### src/rtl/fetch_pkg.sv
// Shared types and constants for the instruction-fetch stage.
// Pure declarations: no latency, no flow control.
package fetch_pkg;

    localparam int          INSTR_W      = 32;
    localparam logic [31:0] RESET_PC_DEF = 32'h0000_0000;
    localparam logic [31:0] PC_INC       = 32'd4;
    localparam logic [31:0] PC_PLUS8     = 32'd8;

    typedef enum logic {
        RUN   = 1'b0,
        DRAIN = 1'b1
    } fetch_state_e;

    typedef struct packed {
        logic [INSTR_W-1:0] addr;
        logic [INSTR_W-1:0] instr;
    } fetch_entry_t;

    // Redirect targets are word addresses; the low two bits are discarded.
    function automatic logic [INSTR_W-1:0] align_pc(input logic [INSTR_W-1:0] pc);
        return pc & ~32'd3;
    endfunction

endpackage

### src/rtl/fetch_buffer.sv
// DEPTH-entry prefetch FIFO of {addr, instr}; push visible at head one cycle later.
// No internal backpressure: caller reserves space via full_o/count_o; flush empties it.
module fetch_buffer
    import fetch_pkg::*;
#(
    parameter int DEPTH = 2
) (
    input  logic                   clk,
    input  logic                   reset,
    input  logic                   push_i,
    input  fetch_entry_t           push_dat_i,
    input  logic                   pop_i,
    input  logic                   flush_i,
    output logic                   full_o,
    output logic                   empty_o,
    output logic [$clog2(DEPTH):0] count_o,
    output fetch_entry_t           head_o
);

    localparam int AW = $clog2(DEPTH);
    localparam int CW = AW + 1;

    fetch_entry_t  mem_q [DEPTH];
    logic [AW-1:0] rd_ptr_q;
    logic [AW-1:0] wr_ptr_q;
    logic [CW-1:0] count_q;

    always_ff @(posedge clk or negedge reset) begin
        if (!reset) begin
            rd_ptr_q <= '0;
            wr_ptr_q <= '0;
            count_q  <= '0;
        end else if (flush_i) begin
            rd_ptr_q <= '0;
            wr_ptr_q <= '0;
            count_q  <= '0;
        end else begin
            if (push_i) wr_ptr_q <= wr_ptr_q + AW'(1);
            if (pop_i)  rd_ptr_q <= rd_ptr_q + AW'(1);
            if (push_i && !pop_i)      count_q <= count_q + CW'(1);
            else if (pop_i && !push_i) count_q <= count_q - CW'(1);
        end
    end

    always_ff @(posedge clk) begin
        if (push_i && !flush_i) mem_q[wr_ptr_q] <= push_dat_i;
    end

    assign head_o  = mem_q[rd_ptr_q];
    assign count_o = count_q;
    assign empty_o = (count_q == '0);
    assign full_o  = (count_q == CW'(DEPTH));

endmodule

### src/rtl/fetch_unit.sv
// Instruction fetch: owns the PC, issues in-order imem requests, buffers words, redirects on PCSrc.
// Request-accept to instr_valid is 2 cycles with 1-cycle memory; requests stall when buffer plus in-flight reach DEPTH.
module fetch_unit
    import fetch_pkg::*;
#(
    parameter int          DEPTH    = 2,
    parameter logic [31:0] RESET_PC = RESET_PC_DEF
) (
    input  logic        clk,
    input  logic        reset,
    output logic        imem_req_valid,
    output logic [31:0] imem_req_addr,
    input  logic        imem_req_ready,
    input  logic        imem_rsp_valid,
    input  logic [31:0] imem_rsp_data,
    output logic        instr_valid,
    output logic [31:0] Instr,
    output logic [31:0] PCPlus8,
    input  logic        instr_ready,
    input  logic        PCSrc,
    input  logic [31:0] Result
);

    localparam int CW = $clog2(DEPTH) + 1;

    fetch_state_e  state_q, state_d;
    logic [31:0]   fetch_pc_q, fetch_pc_d;
    logic [31:0]   rsp_pc_q, rsp_pc_d;
    logic [CW-1:0] outstanding_q, outstanding_d;
    logic          started_q;

    logic [CW-1:0] buf_count;
    logic          buf_full;
    logic          buf_empty;
    fetch_entry_t  buf_head;
    fetch_entry_t  push_dat;
    logic [CW:0]   reserved;
    logic          req_accept;
    logic          redirect;
    logic          push;
    logic          pop;

    // Every accepted request owns a buffer slot until it is popped or flushed.
    assign reserved       = {1'b0, outstanding_q} + {1'b0, buf_count};
    assign imem_req_valid = started_q && (state_q == RUN) && (reserved < (CW+1)'(DEPTH));
    assign imem_req_addr  = fetch_pc_q;
    assign req_accept     = imem_req_valid && imem_req_ready;

    assign instr_valid = !buf_empty;
    assign Instr       = instr_valid ? buf_head.instr : '0;
    assign PCPlus8     = instr_valid ? (buf_head.addr + PC_PLUS8) : '0;

    assign redirect = PCSrc && instr_valid && instr_ready;
    assign pop      = instr_valid && instr_ready && !redirect;
    assign push     = imem_rsp_valid && (state_q == RUN) && !redirect && (!buf_full || pop);
    assign push_dat = '{addr: rsp_pc_q, instr: imem_rsp_data};

    assign outstanding_d = outstanding_q + CW'(req_accept) - CW'(imem_rsp_valid);

    always_comb begin
        state_d    = state_q;
        fetch_pc_d = fetch_pc_q;
        rsp_pc_d   = rsp_pc_q;
        if (req_accept) fetch_pc_d = fetch_pc_q + PC_INC;
        if (push)       rsp_pc_d   = rsp_pc_q + PC_INC;
        if (redirect) begin
            fetch_pc_d = align_pc(Result);
            rsp_pc_d   = align_pc(Result);
            // Wrong-path requests still in flight must return before fetching resumes.
            state_d    = (outstanding_d != '0) ? DRAIN : RUN;
        end else if (state_q == DRAIN && outstanding_d == '0) begin
            state_d = RUN;
        end
    end

    always_ff @(posedge clk or negedge reset) begin
        if (!reset) begin
            state_q       <= RUN;
            fetch_pc_q    <= RESET_PC;
            rsp_pc_q      <= RESET_PC;
            outstanding_q <= '0;
            started_q     <= 1'b0;
        end else begin
            state_q       <= state_d;
            fetch_pc_q    <= fetch_pc_d;
            rsp_pc_q      <= rsp_pc_d;
            outstanding_q <= outstanding_d;
            started_q     <= 1'b1;
        end
    end

    fetch_buffer #(
        .DEPTH(DEPTH)
    ) u_buffer (
        .clk        (clk),
        .reset      (reset),
        .push_i     (push),
        .push_dat_i (push_dat),
        .pop_i      (pop),
        .flush_i    (redirect),
        .full_o     (buf_full),
        .empty_o    (buf_empty),
        .count_o    (buf_count),
        .head_o     (buf_head)
    );

endmodule

### config.mk
export PLATFORM = sky130hd
export DESIGN_NAME = fetch_unit
export DESIGN_NICKNAME = d
export VERILOG_FILES = /design/src/rtl/fetch_pkg.sv /design/src/rtl/fetch_buffer.sv /design/src/rtl/fetch_unit.sv
export SDC_FILE = /design/constraint.sdc
export NUM_CORES = 1
export LEC_CHECK = 0
export CORE_ASPECT_RATIO = 0.9
export CORE_MARGIN = 5
export CORE_UTILIZATION = 25
export CTS_CLUSTER_DIAMETER = 50
export DETAILED_ROUTE_END_ITERATION = 12
export DONT_BUFFER_PORTS = 1
export PLACE_DENSITY = 0.42
export SLEW_MARGIN = 0
export SYNTH_ARGS = -nofsm -noshare
export SYNTH_HDL_FRONTEND = slang
export SYNTH_SLANG_ARGS = --single-unit
### constraint.sdc
create_clock -name clk -period 4.8 [get_ports clk]
set_input_delay 0.48 -clock clk [delete_from_list [all_inputs] [get_ports clk]]
set_output_delay 0.48 -clock clk [all_outputs]
set_load 0.005 [all_outputs]
After elaboration in Yosys (flattened, before gate mapping)

Memories as Yosys holds them, arrays and structs flattened.
Index checks and enable logic that the tools add are counted.

Register bits: 72
Bits in latches: 0
Memory bits (writable): 128
ROM bits: 0
Input port bits: 70
Word-level logic and storage cells: 68
Memories: 1

Memories:

| memory         | depth | bits a word | read ports | clocked after Yosys merged registers in | wr ports | RTL line           | text |
|---|---|---|---|---|---|---|---|
| u_buffer.mem_q | 2     | 64          | 1          | 0                                       | 1        | fetch_buffer.sv:23 | `fetch_entry_t mem_q [DEPTH];` |

Add/subtract/negate cells: 10
Multiply operators: 0
Div/mod/pow operators: 0
Magnitude comparators: 1
Eq/ne operators: 1
Shifts and indexed selects: 0
Multiplexer cells: 18
Bitwise logic cells: 1
Reduce and logical (&&, ||, !) cells: 28

Operator list:

| kind                                                        | count |
|---|---|
| two-way mux 32 bit                                          | 6 |
| adder 32 x 3 -> 32 bit (second input constant)              | 2 |
| adder 32 x 4 -> 32 bit (second input constant)              | 1 |
| logical AND 1 bit                                           | 14 |
| nonzero test 2 bit                                          | 5 |
| two-way mux 1 bit                                           | 9 |
| two-way mux 2 bit                                           | 3 |
| zero test 1 bit                                             | 5 |
| zero test 2 bit                                             | 2 |
| adder 2 x 2 -> 3 bit                                        | 1 |
| less-than comparator 3 x 2 -> 1 bit (second input constant) | 1 |
| nonzero test 3 bit                                          | 1 |
| adder 1 bit (second input constant)                         | 2 |
| adder 2 x 1 -> 2 bit                                        | 1 |
| adder 2 x 1 -> 2 bit (second input constant)                | 1 |
| equality test 2 bit (second input constant)                 | 1 |
| subtractor 2 x 1 -> 2 bit                                   | 1 |
| subtractor 2 x 1 -> 2 bit (second input constant)           | 1 |
| logical OR 1 bit                                            | 1 |
| inverter 1 bit                                              | 1 |

Longest topological paths before layout

Depth after elaboration: 13
Depth in mapped cells: 12

Cells and area by module

A second synthesis with hierarchy kept.

Cell total of the unflattened synthesis: 784
Area, all modules: 9645.5 µm²

By module, submodules not included:

| module       | instances | cells an instance | area an instance (µm²) | seq. area each (µm²) |
|---|---|---|---|---|
| fetch_buffer | 1         | 219               | 5036.1                 | 3943.8 |
| fetch_unit   | 1         | 565               | 4609.4                 | 1601.5 |

Worst setup path after synthesis

No wires, ideal clock.

Kind: input -> register
Start: in imem_rsp_valid
End: mem u_buffer.mem_q[0][0] (netlist name), enable pin
Arrival: 3.764 ns
Required time: 4.318 ns
Slack: 0.553 ns
Stages on the path: 4
Cell sequence: nor2b_1 o31ai_1 clkbuf_1 nor2_1

Word-level cells in the longest chain between the ends: 6

RTL lines:

| what                                    | RTL line           | text |
|---|---|---|
| start: declaration                      | fetch_unit.sv:14   | `input logic imem_rsp_valid,` |
| logical AND 1 bit (3 in a row)          | fetch_unit.sv:55   | `assign push = imem_rsp_valid && (state_q == RUN) && !redirect && (!buf_full \|\| pop);` |
| logical AND 1 bit                       | fetch_buffer.sv:46 | `if (push_i && !flush_i) mem_q[wr_ptr_q] <= push_dat_i;` |
| two-way mux 1 bit                       | fetch_buffer.sv:46 |  |
| two-way mux 1 bit (not written as such) | fetch_buffer.sv:46 |  |
| end: declaration                        | fetch_buffer.sv:23 |  |

No other way between the ends.

Final worst setup path

Start: reg u_buffer.rd_ptr_q
End: out PCPlus8[23]

Word-level cells in the longest chain between the ends: 3

RTL lines:

| what                     | RTL line           | text |
|---|---|---|
| start: declaration       | fetch_buffer.sv:24 | `logic [AW-1:0] rd_ptr_q;` |
| start signal: assignment | fetch_buffer.sv:39 | `if (pop_i) rd_ptr_q <= rd_ptr_q + AW'(1);` |
| memory read (2 x 64 bit) | n/a                |  |
| adder 32 x 4 -> 32 bit   | fetch_unit.sv:51   | `assign PCPlus8 = instr_valid ? (buf_head.addr + PC_PLUS8) : '0;` |
| two-way mux 32 bit       | fetch_unit.sv:51   |  |
| end: declaration         | fetch_unit.sv:18   | `output logic [31:0] PCPlus8,` |

No other way between the ends.

==> flow_metrics.py <==
metrics = {
    "yosys": {
        "ys.flop_type": "edfxtp_1",
        "synth_common_cells": "124 x edfxtp_1, 98 x nor2_1, 68 x dfrtp_1",
        "ys_seq_area_share_pct": 58.2,
        "netlist_area_um2": 9320,
        "async_flop_share_pct": 35.4,
        "synth_top_cell_by_area": "edfxtp_1",
        "syn_area_per_cell_um2": 11.3,
        "yosysTopAreaCellShare_pct": 40.0,
        "yosysMostFrequentCell": "edfxtp_1",
        "synth_warnings": 0,
        "synthCells": 827,
        "synth-edff-count": 124,
        "synth_seq_cells": 192,
        "ys_top_cells_by_area": "edfxtp_1 40%, dfrtp_1 18%, mux2i_1 5.7%",
        "synth_cell_types": 63,
    },
    "route": {
        "vias": 6351,
        "vias_per_cell": 4.82,
        "initialDrtViolationCount": 340,
        "ant_nets": 0,
        "drc": 0,
        "dr.pass1.iters": 5,
        "routed_wl_um": 26100,
        "wl_per_cell_um": 19.8,
    },
    "grt": {
        "grt_pass1_wl_um": 39300,
        "overflow": 0,
        "grt_max_degree": 69,
        "grt_pass1_vias": 6254,
        "grt_usage_pct": 12.6,
        "antenna_found_initial": 0,
    },
    "cells_and_area": {
        "syn2layout_area_growth_pct": 13.1,
        "layout-drive-gt1-share_pct": 9.10,
        "num-fill-cells": 3921,
        "num-nets-final": 898,
        "final_area_um2": 10500,
        "diodes": 0,
    },
    "setup_path": {
        "critical_path_class": "flop to output port",
        "crit_path_end_kind": "output port",
        "r2r-end": "state_q$_DFFE_PN0P_",
        "path_max_fanout": 51,
        "rrSetupSlack_ns": 1.65,
        "required_ns": 4.32,
        "cp-startpoint": "u_buffer.rd_ptr_q$_DFFE_PN0P_",
        "cp.arrival_ns": 3.60,
        "start_kind": "flop",
        "rr_startpoint": "u_buffer.count_o[0]$_DFFE_PN0P_",
        "r2r.worst_path.cells": 11,
        "crit_end": "PCPlus8[23]",
    },
    "floorplan": {
        "die-area_um2": 41200,
        "die_x_um": 214,
        "row_count": 67,
        "initial_core_util_pct": 25.2,
        "coreArea_um2": 37100,
        "fp.dieH_um": 193,
        "io-pin-count": 168,
    },
    "clocking": {
        "htreeDepth": 4,
        "cts_buffer_depth": 2,
        "cts_tree": "yes",
        "cts_buffers": 17,
        "cts_root_buf": "clkbuf_16",
        "ctsResizeCount": 0,
        "cts_sinks": 192,
        "clk_transition_reported_paths_ns": 0.08,
        "clk_latency_ns": 0.45,
        "post_cts_buffers": 0,
    },
    "power_and_ir_drop": {
        "power_frac_seq_pct": 45.8,
        "irDropWorstVdd_uv": 307,
        "p_leak_uw": 0.00360,
        "totalPowerFinal_uw": 6700,
        "power_frac_clock_pct": 21.7,
        "p_comb_share_pct": 32.5,
        "switchingPower_uw": 2770,
        "internal_power_uw": 3930,
        "powerDensity_nw_per_um2": 636,
        "p_sw_share_pct": 41.3,
    },
    "sta": {
        "whs_ns": 0.122,
        "period_minus_slack_ns": 4.08,
        "tns_ns": 0,
        "max_freq_ghz": 0.245,
        "rsz0062_at_grt": "false",
        "fin_ws_ns": 0.720,
        "setup_viol": 0,
        "max_slew_margin_pct": 40.2,
        "slew_viol_final": 0,
        "hold_viol": 0,
        "tightestPinTransition_ns": 0.897,
        "skew_ns": 0.0136,
        "timing.final.crit_share_pct": 85.0,
    },
    "min_path": {
        "holdCritPathClass": "primary input to flop",
        "hold_path_depth": 0,
    },
    "placed_design": {
        "gp_congestion": 0.752,
        "dpl_worst_slack_ns": 1.13,
        "post-dp-hpwl_um": 18700,
        "placed_cell_area_um2": 9900,
        "io_buffers": 0,
    },
    "flow_run": {
        "drv_cap": 0,
    },
    "status": {
        "status": "completed",
    },
}
placed cells by master, fill, tap and decap left out, drive strengths merged, types with 6 or more instances in the layout:
cell / netlist / routed
edfxtp: 124 / 124
nor2: 98 / 98
dfrtp: 68 / 68
a21oi: 58 / 58
nand2: 54 / 54
mux2i: 53 / 53
xnor2: 39 / 39
nand3: 39 / 39
inv: 14 / 26
nand4: 24 / 24
o21ai: 22 / 22
nor3: 20 / 20
nor4: 18 / 18
clkbuf: 24 / 17
buf: 19 / 15
xor2: 14 / 14
and3: 14 / 14
a31oi: 10 / 10
o31ai: 9 / 9
mux2: 8 / 8
or4: 8 / 8
nand4b: 7 / 7
and4: 6 / 6
or3: 6 / 6
cell families after synthesis:
kind of cell / Yosys count / share of synthesized area [%]
xor+xnor: 53 / 4.98
fa+ha+maj: 6 / 0.886
flops: 192 / 58.2
compound gates: 137 / 8.98
simple gates: 318 / 17.5
mux: 61 / 6.66
buf+inv: 58 / 2.66
other cells: 2 / 0.0806
final cells by class:
cell class,instances,area [µm²],area share [%]
Tap cell,483,604,5.73
Clock buffer,17,425,4.04
Timing Repair Buffer,16,155,1.47
Inverter,15,61.3,0.582
Multi-Input combinational cell,580,3690,35.0
Sequential cell,192,5430,51.5
Clock inverter,15,170,1.61
what timing repair did:
item,in CTS,in global routing
hold endpoints to repair,68,0
hold buffers,2,0
endpoints found under the setup margin,0,0
sequential cells by signal, indices dropped and copies added, names as in the netlist, 2 cells and up:
name / cells
outstanding_q: 2
imem_req_addr: 30
u_buffer.count_o: 2
u_buffer.mem_q: 124
rsp_pc_q: 30
how the worst min path moves through the flow:
stage,startpoint,endpoint
after floorplan,reset,imem_req_addr[10]$_DFFE_PN0P_
after global placement,reset,imem_req_addr[11]$_DFFE_PN0P_
after detailed placement,reset,imem_req_addr[11]$_DFFE_PN0P_
after CTS,imem_rsp_data[31],u_buffer.mem_q[0][31]$_DFFE_PP_
after global routing,imem_rsp_data[16],u_buffer.mem_q[0][16]$_DFFE_PP_
final,imem_rsp_data[27],u_buffer.mem_q[1][27]$_DFFE_PP_
worst max-delay path, stage by stage, from the launching register on:
cell	delay, ns
dfrtp_4	0.91
nand4_1	0.23
a21oi_1	0.64
nand4_1	0.54
or3_1	0.50
a21oi_1	0.29
routing by layer:
layer	up-vias	global-route usage, %	wire, µm
met5	-	0	0
met4	0	3.06	283
met3	14	5.06	2490
met2	192	17.2	10300
met1	3065	18.5	13000
li1	3080	-	-
power by group through the flow:
stage / Sequential, µW / Combinational (µW) / Clock (µW)
5_1_grt: 3170 / 2450 / 1570
2_1_floorplan: 2790 / 1720 / 0
3_5_place_dp: 3110 / 2220 / 0
6_report: 3070 / 2180 / 1450
3_3_place_gp: 3100 / 2210 / 0
4_1_cts: 3080 / 2240 / 1510
per-stage QoR:
stage	std cells	util, %
finish	1318	28.4
global route	1318	28.4
CTS	1318	28.4
detailed placement	1284	26.7
global placement	1284	26.7
floorplan	830	-
No activity file was read; power rests on OpenSTA's default activity.
